### src/rtl/board_renderer_if.sv
// Renderer handshake bundle: start/cursor request, board RAM read port,
// and the pixel-write side toward the VGA adapter.
interface board_renderer_if #(
   parameter int BOARD_N = 8
);
   localparam int CW = $clog2(BOARD_N);
   localparam int AW = $clog2(BOARD_N * BOARD_N);

   logic          start;
   logic [CW-1:0] cursor_row;
   logic [CW-1:0] cursor_col;
   logic [AW-1:0] rd_addr;
   logic [1:0]    rd_data;
   logic [7:0]    x;
   logic [6:0]    y;
   logic [2:0]    colour;
   logic          plot;
   logic          busy;
   logic          done;

   modport master (
      output start, cursor_row, cursor_col, rd_data,
      input  rd_addr, x, y, colour, plot, busy, done
   );

   modport slave (
      input  start, cursor_row, cursor_col, rd_data,
      output rd_addr, x, y, colour, plot, busy, done
   );
endinterface

### src/rtl/board_renderer.sv
// Scans the GoBang board RAM and repaints every cell as a CELL_PX square,
// with a border highlighting the cursor cell latched at start.
module board_renderer #(
   parameter int       BOARD_N    = 8,
   parameter int       CELL_PX    = 8,
   parameter int       ORIGIN_X   = 0,
   parameter int       ORIGIN_Y   = 0,
   parameter bit [2:0] COL_EMPTY  = 3'b110,
   parameter bit [2:0] COL_P0     = 3'b000,
   parameter bit [2:0] COL_P1     = 3'b111,
   parameter bit [2:0] COL_GRID   = 3'b001,
   parameter bit [2:0] COL_CURSOR = 3'b100
) (
   input logic              clock,
   input logic              reset,
   board_renderer_if.slave  bus
);
   localparam int CW = $clog2(BOARD_N);
   localparam int AW = $clog2(BOARD_N * BOARD_N);
   localparam int PW = (CELL_PX > 1) ? $clog2(CELL_PX) : 1;

   typedef enum logic [2:0] {
      S_IDLE, S_READ, S_WAIT, S_DRAW, S_DONE
   } state_t;

   state_t        state;
   logic [CW-1:0] row, col;
   logic [CW-1:0] cur_row, cur_col;
   logic [PW-1:0] px, py;
   logic [1:0]    cell_state;

   logic          last_px, last_pix, last_col, last_cell, on_cursor;
   logic [PW-1:0] npx, npy;
   logic [CW-1:0] nrow, ncol;

   assign last_px   = (px == PW'(CELL_PX - 1));
   assign last_pix  = last_px && (py == PW'(CELL_PX - 1));
   assign last_col  = (col == CW'(BOARD_N - 1));
   assign last_cell = last_col && (row == CW'(BOARD_N - 1));
   assign on_cursor = (row == cur_row) && (col == cur_col);

   always_comb begin
      npx  = last_px ? '0 : px + PW'(1);
      npy  = last_px ? py + PW'(1) : py;
      ncol = last_col ? '0 : col + CW'(1);
      nrow = last_col ? row + CW'(1) : row;
   end

   function automatic logic [AW-1:0] cell_addr(
      input logic [CW-1:0] r,
      input logic [CW-1:0] c
   );
      return AW'(r) * AW'(BOARD_N) + AW'(c);
   endfunction

   // Coordinates are formed at 10 bits, then truncated to the port width.
   function automatic logic [7:0] pix_x(
      input logic [CW-1:0] c,
      input logic [PW-1:0] p
   );
      logic [9:0] v;
      v = 10'(ORIGIN_X) + 10'(c) * 10'(CELL_PX) + 10'(p);
      return v[7:0];
   endfunction

   function automatic logic [6:0] pix_y(
      input logic [CW-1:0] r,
      input logic [PW-1:0] p
   );
      logic [9:0] v;
      v = 10'(ORIGIN_Y) + 10'(r) * 10'(CELL_PX) + 10'(p);
      return v[6:0];
   endfunction

   function automatic logic [2:0] pix_colour(
      input logic [PW-1:0] ppx,
      input logic [PW-1:0] ppy,
      input logic [1:0]    st,
      input logic          cur
   );
      logic edge_px;
      logic [2:0] c;
      edge_px = (ppx == '0) || (ppy == '0);
      c = COL_EMPTY;
      unique case (1'b1)
         edge_px && cur:          c = COL_CURSOR;
         edge_px && !cur:         c = COL_GRID;
         !edge_px && st == 2'b01: c = COL_P0;
         !edge_px && st == 2'b10: c = COL_P1;
         default:                 c = COL_EMPTY;
      endcase
      return c;
   endfunction

   always_ff @(posedge clock or posedge reset) begin
      if (reset) begin
         state       <= S_IDLE;
         row         <= '0;
         col         <= '0;
         cur_row     <= '0;
         cur_col     <= '0;
         px          <= '0;
         py          <= '0;
         cell_state  <= '0;
         bus.rd_addr <= '0;
         bus.x       <= '0;
         bus.y       <= '0;
         bus.colour  <= '0;
         bus.plot    <= 1'b0;
         bus.busy    <= 1'b0;
         bus.done    <= 1'b0;
      end else begin
         case (state)
            S_IDLE: begin
               if (bus.start) begin
                  cur_row     <= bus.cursor_row;
                  cur_col     <= bus.cursor_col;
                  row         <= '0;
                  col         <= '0;
                  bus.rd_addr <= '0;
                  bus.busy    <= 1'b1;
                  state       <= S_READ;
               end
            end
            S_READ: state <= S_WAIT;
            S_WAIT: begin
               // First pixel is always a border, so cell_state is not yet needed.
               cell_state <= bus.rd_data;
               px         <= '0;
               py         <= '0;
               bus.plot   <= 1'b1;
               bus.x      <= pix_x(col, '0);
               bus.y      <= pix_y(row, '0);
               bus.colour <= on_cursor ? COL_CURSOR : COL_GRID;
               state      <= S_DRAW;
            end
            S_DRAW: begin
               if (last_pix) begin
                  bus.plot <= 1'b0;
                  row      <= nrow;
                  col      <= ncol;
                  if (last_cell) begin
                     bus.done <= 1'b1;
                     state    <= S_DONE;
                  end else begin
                     bus.rd_addr <= cell_addr(nrow, ncol);
                     state       <= S_READ;
                  end
               end else begin
                  px         <= npx;
                  py         <= npy;
                  bus.x      <= pix_x(col, npx);
                  bus.y      <= pix_y(row, npy);
                  bus.colour <= pix_colour(npx, npy, cell_state, on_cursor);
               end
            end
            S_DONE: begin
               bus.done <= 1'b0;
               bus.busy <= 1'b0;
               state    <= S_IDLE;
            end
            default: state <= S_IDLE;
         endcase
      end
   end
endmodule

### src/flat_wrapper.sv
// flat-port wrapper written by rule: the top's interface ports become plain ports
module board_renderer_flat 
#(
   parameter int       BOARD_N    = 8,
   parameter int       CELL_PX    = 8,
   parameter int       ORIGIN_X   = 0,
   parameter int       ORIGIN_Y   = 0,
   parameter bit [2:0] COL_EMPTY  = 3'b110,
   parameter bit [2:0] COL_P0     = 3'b000,
   parameter bit [2:0] COL_P1     = 3'b111,
   parameter bit [2:0] COL_GRID   = 3'b001,
   parameter bit [2:0] COL_CURSOR = 3'b100
)
  (clock, reset, bus_start, bus_cursor_row, bus_cursor_col, bus_rd_data, bus_rd_addr, bus_x, bus_y, bus_colour, bus_plot, bus_busy, bus_done);
  board_renderer_if #(.BOARD_N(BOARD_N)) bus_i ();
  input logic clock;
  input logic reset;
  input wire logic [$bits(bus_i.start)-1:0] bus_start;
  input wire logic [$bits(bus_i.cursor_row)-1:0] bus_cursor_row;
  input wire logic [$bits(bus_i.cursor_col)-1:0] bus_cursor_col;
  input wire logic [$bits(bus_i.rd_data)-1:0] bus_rd_data;
  output wire logic [$bits(bus_i.rd_addr)-1:0] bus_rd_addr;
  output wire logic [$bits(bus_i.x)-1:0] bus_x;
  output wire logic [$bits(bus_i.y)-1:0] bus_y;
  output wire logic [$bits(bus_i.colour)-1:0] bus_colour;
  output wire logic [$bits(bus_i.plot)-1:0] bus_plot;
  output wire logic [$bits(bus_i.busy)-1:0] bus_busy;
  output wire logic [$bits(bus_i.done)-1:0] bus_done;
  assign bus_i.start = bus_start;
  assign bus_i.cursor_row = bus_cursor_row;
  assign bus_i.cursor_col = bus_cursor_col;
  assign bus_i.rd_data = bus_rd_data;
  assign bus_rd_addr = bus_i.rd_addr;
  assign bus_x = bus_i.x;
  assign bus_y = bus_i.y;
  assign bus_colour = bus_i.colour;
  assign bus_plot = bus_i.plot;
  assign bus_busy = bus_i.busy;
  assign bus_done = bus_i.done;
  board_renderer #(.BOARD_N(BOARD_N), .CELL_PX(CELL_PX), .ORIGIN_X(ORIGIN_X), .ORIGIN_Y(ORIGIN_Y), .COL_EMPTY(COL_EMPTY), .COL_P0(COL_P0), .COL_P1(COL_P1), .COL_GRID(COL_GRID), .COL_CURSOR(COL_CURSOR)) u_core (.clock(clock), .reset(reset), .bus(bus_i));
endmodule
### config.mk
export PLATFORM = sky130hd
export DESIGN_NAME = board_renderer_flat
export DESIGN_NICKNAME = d
export VERILOG_FILES = /design/src/rtl/board_renderer_if.sv /design/src/rtl/board_renderer.sv /design/src/flat_wrapper.sv
export SDC_FILE = /design/constraint.sdc
export NUM_CORES = 1
export LEC_CHECK = 0
export ABC_AREA = 1
export CAP_MARGIN = 20
export CORE_MARGIN = 2
export CORE_UTILIZATION = 40
export DETAILED_ROUTE_END_ITERATION = 10
export DONT_BUFFER_PORTS = 1
export HOLD_SLACK_MARGIN = 0.08
export PLACE_DENSITY = 0.65
export SYNTH_ARGS = -nofsm -noshare
export SYNTH_HDL_FRONTEND = slang
export SYNTH_SLANG_ARGS = --single-unit
### constraint.sdc
create_clock -name clock -period 2.1 [get_ports clock]
set_input_delay 0.315 -clock clock [delete_from_list [all_inputs] [get_ports clock]]
set_output_delay 0.315 -clock clock [all_outputs]
set_load 0.05 [all_outputs]
==> results of run 1 <==
[synthesized netlist by cell type (all sizes together)]
| master | number |
|---|---|
| a21oi | 10 |
| nor2 | 21 |
| xnor2 | 3 |
| o21ba | 1 |
| nor3 | 4 |
| ha | 9 |
| or2 | 2 |
| nand2 | 73 |
| o31ai | 2 |
| mux2i | 1 |
| a22oi | 1 |
| buf | 7 |
| clkbuf | 1 |
| o21ai | 22 |
| conb | 1 |
| dfrtp | 41 |
| and2 | 1 |
| inv | 31 |
| nand3 | 11 |
| o22ai | 1 |
[how the worst max path moves through the flow]
stage | depth (start not counted) | from | end
2_1_floorplan | 9 | u_core.px[0]$_DFFE_PP0P_ | u_core.bus.colour[0]$_DFFE_PP0P_
3_3_place_gp | 9 | u_core.px[0]$_DFFE_PP0P_ | u_core.bus.x[4]$_DFFE_PP0P_
3_5_place_dp | 9 | u_core.px[1]$_DFFE_PP0P_ | u_core.bus.x[4]$_DFFE_PP0P_
4_1_cts | 9 | u_core.px[1]$_DFFE_PP0P_ | u_core.bus.x[5]$_DFFE_PP0P_
5_1_grt | 9 | u_core.px[0]$_DFFE_PP0P_ | u_core.bus.x[5]$_DFFE_PP0P_
6_report | 9 | u_core.px[1]$_DFFE_PP0P_ | u_core.bus.y[3]$_DFFE_PP0P_
[area by class of cell]
type	instances	area share
multi-input cells	165	0.371
flip-flops and latches	41	0.447
repair buffers	11	0.0370
clock buffers	5	0.0300
clock inverters	3	0.0283
inverters	31	0.0507
well taps	67	0.0365
[stage by stage]
stage	setup slack [ns]	total power, W	utilization	cell area [um^2]	hold WS (ns)
after detailed placement	0.281	0.000855	0.447	2150	0.367
after global routing	0.00720	0.00164	0.477	2300	0.147
final	0.259	0.00159	0.477	2300	0.139
after CTS	0.254	0.00161	0.477	2300	0.133
after floorplan	0.261	0.000852	-	2050	0.432
after global placement	0.368	0.000855	0.447	2150	0.365
[routing by layer]
| layer | GRT usage | part of all wire | up-vias |
|---|---|---|---|
| met5 | 0 | 0 | - |
| li1 | - | - | 784 |
| met1 | 0.219 | 0.47 | 692 |
| met2 | 0.246 | 0.43 | 46 |
| met3 | 0.0608 | 0.081 | 5 |
| met4 | 0.0526 | 0.014 | 0 |
[power by group]
part           switching, W  internal (W)  leakage (nW)  total [W]
clock network      0.000275      0.000472        0.0681   0.000748
registers         0.0000140      0.000793         0.474   0.000807
logic             0.0000281    0.00000423         0.610  0.0000323
[logic make-up after synthesis]
| group | synth area share |
|---|---|
| AND/OR/NAND/NOR | 0.238 |
| flip-flops | 0.503 |
| buffers and inverters | 0.0823 |
| AO/OA/AOI/OAI | 0.102 |
| adder cells (fa/ha/maj) | 0.0552 |
| XOR/XNOR | 0.0129 |
| other | 0.00184 |
| multiplexers | 0.00491 |
[worst reg2reg max path: stages, from the launching register on]
cell,delay [ns]
dfrtp_1,0.36
ha_1,0.17
ha_1,0.21
nand2_1,0.13
nand2_4,0.15
inv_2,0.05
nor2_2,0.31
buf_4,0.25
nand2_1,0.05
o21ai_0,0.09
[sequential cells by signal, indices dropped and copies added, names as in the netlist]
register,count
u_core.cur_col,3
u_core.bus.plot,1
u_core.col,3
u_core.row,3
u_core.bus.done,1
u_core.state,3
u_core.bus.rd_addr,6
u_core.py,2
u_core.cell_state,2
u_core.bus.colour,3
u_core.cur_row,3
u_core.bus.y,4
u_core.bus.busy,1
u_core.px,2
u_core.bus.x,4
[what timing repair did]
| action | in CTS | in global routing |
|---|---|---|
| hold buffers | 1 | 0 |
| endpoints found under the hold margin | 41 | 0 |
| gates resized for setup | 0 | 0 |
==> metrics.md, run 1 <==
| Metric | Value |
|---|---|
| Outcome | `complete, no violations` |
| Drt initial violations | `110` |
| Synth top area share | `0.503` |
| Reg2reg path depth | `9` |
| Setup crit end kind | `flop` |
| I/O pin cnt | `38` |
| CP startpoint kind | `flop` |
| Clock Sink Count | `41` |
| # diodes | `0` |
| Clk Tree Root Cell | `clkbuf_8` |
| Dpl hpwl | `~3100 um` |
| CP Max Fanout | `12` |
| Yosys top cell by area | `dfrtp_1` |
| Syn Inst Count | `243` |
| First-pass GRT wire length | `7080 um` |
| Initial core utilization | `0.423` |
| Reg2Reg Setup Slack | `0.26 ns` |
| #FFs+latches synth | `41` |
| Number of fill cells | `around 500` |
| Vias | `1527` |
| Hold Path Origin | `bus_rd_data[0]` |
| DRC violations left | `0` |
| Placed cells | `314` |
| Setup TNS | `0 ns` |
| Slowest stage delay, CP | `~0.36 ns` |
| Tot GR Track Use | `0.163` |
| Area of the core | `a little under 5000 um^2` |
| Unrepaired setup endpoints after global routing | `no` |
| Max_slew headroom | `0.666` |
| Data required, critical path | `2.31 ns` |
| Fin crit share | `0.877` |
| Htree depth | `2` |
| Global placer's final weighted congestion | `0.816` |
| Non-Filler Instances | `between 300 and 400` |
| Detail Route Antenna Nets | `0` |
| Wirelength, routed | `4060 um` |
| Vias/cell | `approximately 4.7` |
| Kind of critical path | `flop to flop` |
| Final Max Tran Viols | `0` |
| Initial antenna violation count | `0` |
| CTS tree | `done` |
| Setup bufs post-CTS | `0` |
| Maxcap violations | `0` |
| Warning count from the yosys run | `0` |
| WP buf/inv | `2` |
| Die area | `5680 um^2` |
| Critical-path top delay cell | `dfrtp_1` |
| Synth area leaders | `dfrtp_1 (50%), nand2_1 (13%), ha_1 (5.5%), o21ai_0 (5.2%), inv_1 (5.0%)` |
| Hold Crit Endpoint | `u_core.cell_state[0]$_DFFE_PP0P_` |
| Die X-Extent | `75.4 um` |
| Row count | `25` |
| Area grow syn2layout | `12.7%` |
| Sequential share of the synthesized area | `0.503` |
| Mapped cell area | `2040 um^2` |
| Most frequent cells in the layout | `nand2_1 (71), dfrtp_1 (41), inv_1 (27)` |
| Leakage power | `about 1.2 nW` |
| Peak supply drop | `around 0.22 mV` |
| NumNets Final | `275` |
| Die Ht | `75.4 um` |
| Congestion Overflow GR | `0` |
| Most common cell after layout, fill and taps aside | `nand2_1` |
| Share of cells above drive strength 1 | `0.125` |
| Cts bufs inserted | `5` |
| Multi-input logic area | `852 um^2` |
| Max Freq | `0.543 GHz` |
| Hold Crit Class | `input pin to flop` |
| I/O Buffers | `0` |
| Top Family by Delay on Critical Path | `simple AND/OR/NAND/NOR gates` |
| Worst reg2reg path endpoint | `u_core.bus.y[3]$_DFFE_PP0P_` |
| Worst Clk Skew | `0.00472 ns` |
| Max Root-Sink Buffers | `2` |
| Vias in the first global route | `about 1500` |
| Count of final setup violators | `0` |
| Worst-path cell chain | `ha_1, ha_1, nand2_1, nand2_4, inv_2, nor2_2, buf_4, nand2_1, o21ai_0` |
| Final hold vios | `0` |
| Syn_area_per_cell | `approximately 8.4 um^2` |
| Worst hold path cell count | `2` |
| Synth cell types | `32` |
| WL per Instance | `about 13 um` |
| Clk slew on worst S/H paths | `0.08 ns` |
| Crit path DAT | `roughly 2.1 ns` |
| Tightest Pin Transition | `about 0.5 ns` |
| Pwr Density | `691 nW/um^2` |
| First drt pass iteration count | `4` |
| R2r startpoint | `u_core.px[1]$_DFFE_PP0P_` |
| Post-layout min period | `roughly 1.8 ns` |
| Register area | `between 1000 and 1500 um^2` |
| Largest net degree at the start of global routing | `42` |
| Clk Latency, worst-skew pair | `0.29 ns` |
(Power assumes the default switching activity.)
==> run 2, diff against run 1 <==
--- a/config.mk
+++ b/config.mk
@@ -7,5 +7,5 @@
 export LEC_CHECK = 0
 export ABC_AREA = 1
-export CAP_MARGIN = 20
+export CAP_MARGIN = 5
 export CORE_MARGIN = 2
 export CORE_UTILIZATION = 40
==> constraint.sdc (replaced) <==
create_clock -name clock -period 2.1 [get_ports clock]
set_input_delay 0.315 -clock clock [delete_from_list [all_inputs] [get_ports clock]]
set_output_delay 0.315 -clock clock [all_outputs]
set_load 0.02 [all_outputs]
==> run 2 against run 1 <==
Fmax is 1.7% higher. Via count is 0.52% higher. Critical path type unchanged. Combinational power decreased by 20%. Core utilization decreased by 0.44 points. Power down 7.1%. Flip-flop and latch count stayed put. Critical path depth rose by 1. Worst setup slack better by 0.031 ns. Clock-buffer cell count unchanged. Sequential power is 0.9% lower. Critical endpoint is now u_core.bus.colour[2]$_DFFE_PP0P_. Sequential share of layout area increased by 0.42 points. First-iteration DRC count decreased by 12%.
==> metrics.md, run 2 (synthesized netlist as in run 1, its figures left out) <==
| Metric | Value |
|---|---|
| Outcome | `complete, no violations` |
| Clk slew on worst S/H paths | `0.08 ns (about the same)` |
| Multi-input logic area | `852 um^2 (unchanged)` |
| Area of the core | `4820 um^2 (unchanged)` |
| Largest regs | `u_core.bus.rd_addr x6, u_core.bus.x x4, u_core.bus.y x4` |
| Dpl hpwl | `3010 um (-3.0%)` |
| Max Root-Sink Buffers | `2 (unchanged)` |
| First drt pass iteration count | `4 (unchanged)` |
| Wirelength, routed | `4060 um (about the same)` |
| Cts bufs inserted | `5 (unchanged)` |
| Setup crit end | `u_core.bus.colour[2]$_DFFE_PP0P_` |
| Setup TNS | `0 ns (unchanged)` |
| Hold Crit Class | `input pin to flop` |
| DRC violations left | `0 (unchanged)` |
| Final design utilization | `0.472 (-0.00442)` |
| CTS Hold Bufs | `1 (unchanged)` |
| Congestion Overflow GR | `0 (unchanged)` |
| Clk Tree Root Cell | `clkbuf_8` |
| Final Max Tran Viols | `0 (unchanged)` |
| Worst Clk Skew | `0.00604 ns (+0.00132 ns)` |
| Die Ht | `75.4 um (unchanged)` |
| Worst-path cell chain | `ha_1, ha_1, nand2_1, nand2_4, inv_2, nor2_2, buf_12, a21oi_2, nand2_1, nand2_1` |
| Vias/cell | `4.78 (+1.2%)` |
| Largest net degree at the start of global routing | `42 (unchanged)` |
| R2r startpoint | `u_core.py[1]$_DFFE_PP0P_` |
| CP Max Fanout | `16 (+4)` |
| Clock Sink Count | `41 (unchanged)` |
| CP startpoint | `u_core.py[1]$_DFFE_PP0P_` |
| CTS tree | `done` |
| Peak supply drop | `0.249 mV (+15%)` |
| Share of cells above drive strength 1 | `0.118 (-0.00689)` |
| Tightest Pin Transition | `0.513 ns (+0.0113 ns)` |
| Kind of critical path | `flop to flop` |
| Final hold vios | `0 (unchanged)` |
| Detail Route Antenna Nets | `0 (unchanged)` |
| DP Area | `2150 um^2 (-0.12%)` |
| Number of fill cells | `501 (+1.8%)` |
| Die area | `5680 um^2 (unchanged)` |
| Post-CTS sizing | `0 (unchanged)` |
| I/O pin cnt | `38 (unchanged)` |
| Unrepaired setup endpoints after global routing | `no` |
| Reg2reg path depth | `10 (+1)` |
| Htree depth | `2 (unchanged)` |
| Data required, critical path | `2.29 ns (-0.02 ns)` |
| First-pass GRT wire length | `7090 um (about the same)` |
| Tot GR Track Use | `0.165 (+0.00213)` |
| Leakage power | `1.13 nW (-1.8%)` |
| Setup bufs post-CTS | `0 (unchanged)` |
| WL per Instance | `12.6 um (+0.72%)` |
| Reg2Reg Setup Slack | `0.29 ns (+0.03 ns)` |
| Vias in the first global route | `1516 (-0.33%)` |
| Finished Cell Area | `2280 um^2 (-0.93%)` |
| Global placer's final weighted congestion | `0.836 (+2.5%)` |
| Max_slew headroom | `0.658 (-0.00750)` |
| Drt initial violations | `97 (-12%)` |
| Most common cell after layout, fill and taps aside | `nand2_1` |
| Vias | `1535 (+0.52%)` |
| Critical-path top delay cell | `dfrtp_1` |
| # diodes | `0 (unchanged)` |
| Worst reg2reg path endpoint | `u_core.bus.colour[2]$_DFFE_PP0P_` |
| Register area | `1030 um^2 (unchanged)` |
| Count of final setup violators | `0 (unchanged)` |
| Row count | `25 (unchanged)` |
| Most frequent cells in the layout | `nand2_1 (71), dfrtp_1 (41), inv_1 (27)` |
| Initial core utilization | `0.423 (unchanged)` |
| Clk Latency, worst-skew pair | `0.30 ns (about the same)` |
| Reg with most FFs | `u_core.bus.rd_addr` |
| Fin crit share | `0.862 (-0.0146)` |
| CP most frequent cell | `nand2_1` |
| I/O Buffers | `0 (unchanged)` |
| Maxcap violations | `0 (unchanged)` |
| Post-layout min period | `1.81 ns (-0.0306 ns)` |
| Slowest stage delay, CP | `0.48 ns (+0.12 ns)` |
| Initial antenna violation count | `0 (unchanged)` |
| NumNets Final | `273 (-0.73%)` |
| Setup crit end kind | `flop` |
| Max FFs per register | `6 (unchanged)` |
| Pwr Density | `648 nW/um^2 (-6.2%)` |
| Die X-Extent | `75.4 um (unchanged)` |
| Max Freq | `0.552 GHz (+1.7%)` |
| Crit path DAT | `2.01 ns (-0.04 ns)` |
| Area grow syn2layout | `11.7%` |
| CP startpoint kind | `flop` |
## run 2: cell types whose count changed in the layout (fill, tap and decap cells not counted), sizes merged
cell,before,now
bufinv,2,1
clkinvlp,0,1
buf,10,8
## run 2: worst max-delay path: cells and delay by family (launching register included)
kind | cells | cell delay (ns)
simple gates | 5 | 0.60
flops | 1 | 0.48
fa+ha+maj | 2 | 0.36
buf+inv | 2 | 0.23
compound gates | 1 | 0.04
## run 2: per-stage QoR
stage	total power [W]	hold slack, ns	setup slack [ns]	instances
6_report	0.00147	0.129	0.289	321
4_1_cts	0.00149	0.131	0.296	321
3_3_place_gp	0.000842	0.371	0.369	312
5_1_grt	0.00153	0.137	0.173	321
2_1_floorplan	0.000838	0.432	0.428	245
3_5_place_dp	0.000842	0.369	0.318	312
## run 2: layout make-up
class / count / share of cell area
Clock buffer: 5 / 0.0302
Inverter: 31 / 0.0511
Timing Repair Buffer: 9 / 0.0363
Tap cell: 67 / 0.0368
Sequential cell: 41 / 0.451
Clock inverter: 3 / 0.0203
Multi-Input combinational cell: 165 / 0.374
## run 2: report_power, final
group	switching (W)	internal, W	total, W	leakage (nW)
sequential	0.00000716	0.000793	0.000800	0.474
combinational	0.0000215	0.00000422	0.0000258	0.603
clock	0.000292	0.000356	0.000648	0.0543
## run 2: how the worst min path moves through the flow
stage / startpoint / endpoint / slack (ns) / depth (start not counted)
floorplan: bus_rd_data[0] / u_core.cell_state[0]$_DFFE_PP0P_ / 0.43 / 2
global placement: reset / u_core.bus.rd_addr[4]$_DFFE_PP0P_ / 0.37 / 2
detailed placement: reset / u_core.py[1]$_DFFE_PP0P_ / 0.37 / 2
CTS: bus_rd_data[0] / u_core.cell_state[0]$_DFFE_PP0P_ / 0.13 / 2
global route: bus_rd_data[1] / u_core.cell_state[1]$_DFFE_PP0P_ / 0.14 / 2
finish: bus_rd_data[0] / u_core.cell_state[0]$_DFFE_PP0P_ / 0.13 / 2
## run 2: per-layer routing
| layer | vias up | track usage | share of wire |
|---|---|---|---|
| li1 | 775 | - | - |
| met1 | 712 | 0.230 | 0.47 |
| met2 | 42 | 0.239 | 0.44 |
| met3 | 6 | 0.0608 | 0.073 |
| met4 | 0 | 0.0585 | 0.016 |
| met5 | - | 0 | 0 |
